## src/rtl/ddr_dly_pkg.sv

```systemverilog
// Shared types for the DDR3 PHY IOD delay-line tap controller: command
// encodings, controller states and the lane-index width helper.
package ddr_dly_pkg;

  typedef enum logic [1:0] {
    OP_NOP  = 2'b00,
    OP_LOAD = 2'b01,
    OP_INC  = 2'b10,
    OP_DEC  = 2'b11
  } cmd_op_e;

  typedef enum logic [2:0] {
    ST_IDLE,
    ST_LOAD,
    ST_MOVE,
    ST_SETTLE,
    ST_DONE
  } state_e;

  // A single lane still needs a one-bit lane field.
  function automatic int lane_w(input int num_lanes);
    return (num_lanes <= 1) ? 1 : $clog2(num_lanes);
  endfunction

endpackage

```

## src/rtl/ddr_dly_tap_ctrl.sv

```systemverilog
// Multi-lane IOD delay-line tap controller: turns LOAD/INC/DEC commands into
// spaced LOAD/MOVE/DIRECTION strobes, mirrors every lane's tap and enforces bounds.
module ddr_dly_tap_ctrl
  import ddr_dly_pkg::*;
#(
  parameter int NUM_LANES  = 2,
  parameter int TAP_W      = 8,
  parameter int MAX_TAP    = 255,
  parameter int INIT_TAP   = 1,
  parameter int SETTLE_CYC = 4,
  parameter int STEP_W     = 4,
  parameter int LANE_W     = lane_w(NUM_LANES)
) (
  input  logic                       fab_clk,
  input  logic                       arst_n,
  input  logic                       cmd_valid,
  output logic                       cmd_ready,
  input  logic [1:0]                 cmd_op,
  input  logic [LANE_W-1:0]          cmd_lane,
  input  logic [STEP_W-1:0]          cmd_steps,
  output logic                       done,
  output logic                       done_err,
  output logic [NUM_LANES-1:0]       delay_line_move,
  output logic [NUM_LANES-1:0]       delay_line_direction,
  output logic [NUM_LANES-1:0]       delay_line_load,
  input  logic [NUM_LANES-1:0]       delay_line_out_of_range,
  output logic [NUM_LANES*TAP_W-1:0] tap_val
);

  localparam int CNT_W = $clog2(SETTLE_CYC + 1);

  if (INIT_TAP > MAX_TAP) begin : g_chk_init
    $error("INIT_TAP must not exceed MAX_TAP");
  end
  if (MAX_TAP > (2 ** TAP_W) - 1) begin : g_chk_max
    $error("MAX_TAP does not fit in TAP_W bits");
  end
  if (SETTLE_CYC < 1) begin : g_chk_settle
    $error("SETTLE_CYC must be at least 1");
  end

  state_e                 state_q, state_d;
  cmd_op_e                op_q;
  cmd_op_e                op_in;
  logic [LANE_W-1:0]      lane_q;
  logic [STEP_W-1:0]      rem_q;
  logic [CNT_W-1:0]       cnt_q;
  logic                   err_q;
  logic [TAP_W-1:0]       tap_q [NUM_LANES];
  logic [TAP_W-1:0]       cur_tap;
  logic [NUM_LANES-1:0]   lane_mask;
  logic                   lane_bad;
  logic                   blocked;
  logic                   settle_last;
  logic                   move_go;
  logic [NUM_LANES-1:0]   move_d, load_d;
  logic                   done_d, done_err_d;

  assign op_in       = cmd_op_e'(cmd_op);
  assign lane_bad    = int'(cmd_lane) >= NUM_LANES;
  assign cur_tap     = tap_q[lane_q];
  assign lane_mask   = NUM_LANES'(1) << lane_q;
  assign settle_last = (cnt_q == CNT_W'(SETTLE_CYC - 1));
  assign blocked     = ((op_q == OP_INC) && (cur_tap == TAP_W'(MAX_TAP))) ||
                       ((op_q == OP_DEC) && (cur_tap == '0)) ||
                       delay_line_out_of_range[lane_q];
  assign cmd_ready   = (state_q == ST_IDLE);

  // NOTE: every signal driven here gets a default first, so no path through
  // the case statement can leave one unassigned and infer a latch.
  always_comb begin
    state_d    = state_q;
    move_go    = 1'b0;
    move_d     = '0;
    load_d     = '0;
    done_d     = 1'b0;
    done_err_d = 1'b0;
    unique case (state_q)
      ST_IDLE: begin
        if (cmd_valid) begin
          if (lane_bad) begin
            state_d = ST_DONE;
          end else begin
            unique case (op_in)
              OP_LOAD:        state_d = ST_LOAD;
              OP_INC, OP_DEC: state_d = (cmd_steps == '0) ? ST_DONE : ST_MOVE;
              default:        state_d = ST_DONE;
            endcase
          end
        end
      end
      ST_LOAD: begin
        load_d  = lane_mask;
        state_d = ST_SETTLE;
      end
      ST_MOVE: begin
        if (blocked) begin
          state_d = ST_DONE;
        end else begin
          move_go = 1'b1;
          move_d  = lane_mask;
          state_d = ST_SETTLE;
        end
      end
      ST_SETTLE: begin
        if (settle_last) state_d = (rem_q != '0) ? ST_MOVE : ST_DONE;
      end
      ST_DONE: begin
        done_d     = 1'b1;
        done_err_d = err_q;
        state_d    = ST_IDLE;
      end
      default: state_d = ST_IDLE;
    endcase
  end

  // NOTE: sequential state uses non-blocking assignments so every register
  // samples the pre-edge values regardless of statement order.
  always_ff @(posedge fab_clk or negedge arst_n) begin
    if (!arst_n) state_q <= ST_IDLE;
    else         state_q <= state_d;
  end

  // Strobes and completion are registered, so they trail the state by one cycle.
  always_ff @(posedge fab_clk or negedge arst_n) begin
    if (!arst_n) begin
      delay_line_move      <= '0;
      delay_line_load      <= '0;
      delay_line_direction <= '0;
      done                 <= 1'b0;
      done_err             <= 1'b0;
      op_q                 <= OP_NOP;
      lane_q               <= '0;
      rem_q                <= '0;
      cnt_q                <= '0;
      err_q                <= 1'b0;
      // NOTE: the tap mirror is a small register array, not RAM; it must come
      // out of reset at INIT_TAP to match the IOD, so every entry is reset.
      for (int i = 0; i < NUM_LANES; i++) tap_q[i] <= TAP_W'(INIT_TAP);
    end else begin
      delay_line_move <= move_d;
      delay_line_load <= load_d;
      done            <= done_d;
      done_err        <= done_err_d;
      unique case (state_q)
        ST_IDLE: begin
          if (cmd_valid) begin
            op_q   <= op_in;
            lane_q <= cmd_lane;
            rem_q  <= cmd_steps;
            err_q  <= lane_bad;
            // Direction settles a full cycle ahead of the first MOVE pulse.
            if (!lane_bad && (op_in == OP_INC || op_in == OP_DEC) && cmd_steps != '0)
              delay_line_direction[cmd_lane] <= (op_in == OP_INC);
          end
        end
        ST_LOAD: begin
          tap_q[lane_q] <= TAP_W'(INIT_TAP);
          rem_q         <= '0;
          cnt_q         <= '0;
        end
        ST_MOVE: begin
          cnt_q <= '0;
          if (move_go) begin
            tap_q[lane_q] <= (op_q == OP_INC) ? cur_tap + 1'b1 : cur_tap - 1'b1;
            rem_q         <= rem_q - 1'b1;
          end else begin
            err_q <= 1'b1;
          end
        end
        ST_SETTLE: cnt_q <= cnt_q + 1'b1;
        ST_DONE:   err_q <= 1'b0;
        default: ;
      endcase
    end
  end

  for (genvar g = 0; g < NUM_LANES; g++) begin : g_tap
    assign tap_val[g*TAP_W +: TAP_W] = tap_q[g];
  end

endmodule

```

## config.mk

```make
export PLATFORM = sky130hd
export DESIGN_NAME = ddr_dly_tap_ctrl
export DESIGN_NICKNAME = d
export VERILOG_FILES = /design/src/rtl/ddr_dly_pkg.sv /design/src/rtl/ddr_dly_tap_ctrl.sv
export SDC_FILE = /design/constraint.sdc
export NUM_CORES = 1
export LEC_CHECK = 0
export ABC_CLOCK_PERIOD_IN_PS = 8080
export BUFFER_PORTS_ARGS = -buffer_cell sky130_fd_sc_hd__buf_2
export CORE_MARGIN = 1.5
export CORE_UTILIZATION = 45
export CTS_CLUSTER_SIZE = 20
export DETAILED_ROUTE_END_ITERATION = 16
export GPL_ROUTABILITY_DRIVEN = 1
export PLACE_DENSITY = 0.66
export SLEW_MARGIN = 20
export SYNTH_ARGS = -nofsm -noshare
export SYNTH_HDL_FRONTEND = slang
export SYNTH_SLANG_ARGS = --single-unit
```

## constraint.sdc

```tcl
create_clock -name fab_clk -period 8.08 [get_ports fab_clk]
set_input_delay 0.808 -clock fab_clk [delete_from_list [all_inputs] [get_ports fab_clk]]
set_output_delay 0.808 -clock fab_clk [all_outputs]
set_load 0.005 [all_outputs]
```

==> results by group <==
Setup path
  • Cell family with most CP delay: flip-flops
  • Buf/Inv on CP: 0
  • Reg2Reg Capture Point: tap_val[15]
  • Worst setup path end: tap_val[15]
  • Slowest stage cell on the critical path: dfrtp_1
  • Arr. time, crit path: 3.21 ns
  • Worst R2R Start: lane_q
  • CP Cell Sequence: mux2_1 > ha_1 > and3_1 > a31oi_1 > o21ai_0 > or4_1 > nand3_1 > o211ai_1
  • Slack of the worst reg-to-reg path: 5.03 ns
  • Startpoint Class: flop
  • Cell count along the critical path: 8
  • Crit Path Class: reg -> reg
  • Critical path origin: lane_q
  • R2r worst-path depth: 8
  • Highest cell delay on the worst timing path: 0.85 ns
  • CP endpoint kind: flop
  • Crit path required time: 8.24 ns
  • Worst Path Max Fanout: 21

Power
  • LEAKAGE: 0.001265 µW
  • VDD IR max: 178.9 µV
  • Power Density: 445.2 nW/µm²

Cells and area
  • Ant diodes: 0
  • Core Util, Final: 52.99%
  • Share of cells above drive strength 1: 25.54%
  • Final-stage net count: 300
  • Area Growth Syn to Fin: 13.84%

Detailed routing
  • Drc violations: 0
  • TritonRoute pass-1 iters: 4
  • Vias after detailed routing: 2027
  • Detailed Route Iter0 Violations: 133
  • Vias/cell: 5.825
  • Avg WL per Cell: 16.51 µm
  • DRT antenna net count: 0
  • Drt total wl: 5747 µm

Global routing
  • Initial antenna violation count: 0
  • Total grt overflow: 0
  • GRT Total Usage: 22.41%
  • First-pass GRT wire length: 9501 µm
  • Largest net degree at the start of global routing: 39
  • Vias in the first global route: 1880

STA
  • Fin Clk Skew: 0.01030 ns
  • Final Max Slew Viols: 0
  • Period Utilization, post-route: 37.70%
  • RSZ-0062 raised after global routing: no
  • Fin. Hold Viols: 0
  • Final Setup Violations: 0
  • Setup slack after layout: 5.034 ns
  • Setup tns final: 0 ns
  • Hold slack final: 0.4984 ns
  • Rel. slew slack: 36.12%
  • Slew @ Worst Pin: 0.9459 ns
  • Final min period: 3.046 ns
  • Max Freq: 0.3283 GHz

Clock tree
  • Reg clk slew, reported paths: 0.08 ns
  • H-tree depth: 2
  • CTS tree: built
  • Clk sinks: 38
  • Post-CTS Setup Repair Bufs: 0
  • # resized after CTS: 0
  • Longest Clk Path Bufs: 2
  • Clock root buffer: clkbuf_8
  • Clk_lat worst skew: 0.30 ns
  • Cts hold-fix bufs: 0
  • CTS Buf Count: 5

Synthesis
  • Avg Synthesized Cell Area: 9.864 µm²
  • Top cells by count, synth: dfrtp_1 (36), nor2_1 (18), o21ai_0 (17), nand2_1 (16), inv_1 (11)
  • Post-synth EDFFs: 0
  • Mapped Area: 2377 µm²
  • Synth Instances: 241
  • Yosys warnings: 0
  • Post-synthesis register bit count: 38
  • Synth area leader: dfrtp_1
  • Sequential-to-total area share from yosys stat: 40.11%
  • Distinct cell type count after synthesis: 61
  • Top_reg_cell synth: dfrtp_1
  • Top post-synthesis cells by area: dfrtp_1 (38%), ha_1 (5.3%), mux2_2 (3.8%)
  • Mapped Nets: 264
  • Post-synth ARST share: 100.0%
  • Most frequent cell after synthesis: dfrtp_1
  • Synth top area share: 37.89%

Place
  • Post-place setup slack: 5.097 ns
  • GP Congestion: 0.9071
  • Hpwl dp: 4198 µm
  • Port bufs: 36

Floorplanning
  • Die Y: 75.69 µm
  • Die ar.: 5728 µm²
  • Initial Util: 46.55%
  • # rows: 26
  • Core footprint: 5107 µm²
  • Die width: 75.69 µm
  • I/O pin total: 37

Min path
  • Worst hold path type: reg -> reg

Job
  • Max-cap violations: 0

Status
  • Status: finished, final reports clean
-- metal layers --
metal | vias up | GRT usage (%) | part of all wire (%)
li1 | 970 | - | -
met1 | 989 | 33.50 | 50
met2 | 60 | 32.36 | 45
met3 | 8 | 4.101 | 3.9
met4 | 0 | 7.937 | 1.6
met5 | - | 0 | 0
-- worst reg2reg max path, cell delays in order, from the launching register on --
cell and delay [ns]:
dfrtp_1 0.85, mux2_1 0.43, ha_1 0.36, and3_1 0.20, a31oi_1 0.17, o21ai_0 0.18, or4_1 0.50, nand3_1 0.15
o211ai_1 0.10
-- how the worst min path moves through the flow --
stage	slack, ns	cells past startpoint	startpoint	endpoint
after floorplan	0.45	2	err_q	err_q
final	0.50	1	tap_val[0]	tap_val[0]
after global routing	0.51	1	tap_val[0]	tap_val[0]
after global placement	0.47	2	delay_line_direction[1]	delay_line_direction[1]
after detailed placement	0.48	2	delay_line_direction[0]	delay_line_direction[0]
after CTS	0.50	1	tap_val[0]	tap_val[0]
-- per-stage QoR --
| stage | std cells | total power [µW] | cell area [µm²] |
|---|---|---|---|
| floorplan | 241 | 875.1 | 2377 |
| global placement | 340 | 1049 | 2611 |
| detailed placement | 340 | 1058 | 2611 |
| CTS | 348 | 1202 | 2706 |
| global route | 348 | 1318 | 2706 |
| finish | 348 | 1205 | 2706 |
-- kinds of logic after synthesis --
kind of cell | after synthesis | synth area share [%]
XOR/XNOR | 5 | 1.842
AND/OR/NAND/NOR | 85 | 20.11
adder cells (fa/ha/maj) | 11 | 6.105
flip-flops | 38 | 40.11
multiplexers | 15 | 7.369
buffers and inverters | 21 | 3.895
AO/OA/AOI/OAI | 66 | 20.58
-- report_power, final --
group | internal, µW | leakage, µW | switching, µW
registers | 266 | 0.000481 | 102
logic | 311 | 0.000737 | 383
clock network | 68.6 | 0.0000472 | 72.7
-- final cells by class --
type	instances	area, µm²
tap	70	87.58
fill	481	2401
clock inverter	2	12.51
multi-input combinational	182	1331
sequential	38	953.4
timing repair buffer	37	187.7
clock buffer	6	82.58
inverter	13	51.30
-- sequential cells by signal, summed over array words and instances (netlist names) --
register and flops:
state_q 3, delay_line_move 2, err_q 1, tap_val 16, done_err 1, delay_line_load 2, cnt_q 3, delay_line_direction 2
done 1, op_q 2, rem_q 4, lane_q 1
-- placed cells by master, fill, tap and decap left out, drive strengths merged, types with 4 or more instances in the layout --
cell type  Yosys  layout
clkbuf         6       6
buf            2      37
mux2          11      11
a21oi          8       8
xnor2          4       4
ha            10      10
nor2          19      19
and3           7       7
nor4           4       4
nand3          9       9
inv           13      13
nor3           7       7
dfrtp         36      36
o2bb2ai        4       4
a31oi          4       4
nand2b         7       7
nand2         17      17
a21o           5       5
mux2i          4       4
o21ai         18      18
No activity file was read; power rests on OpenSTA's default activity.
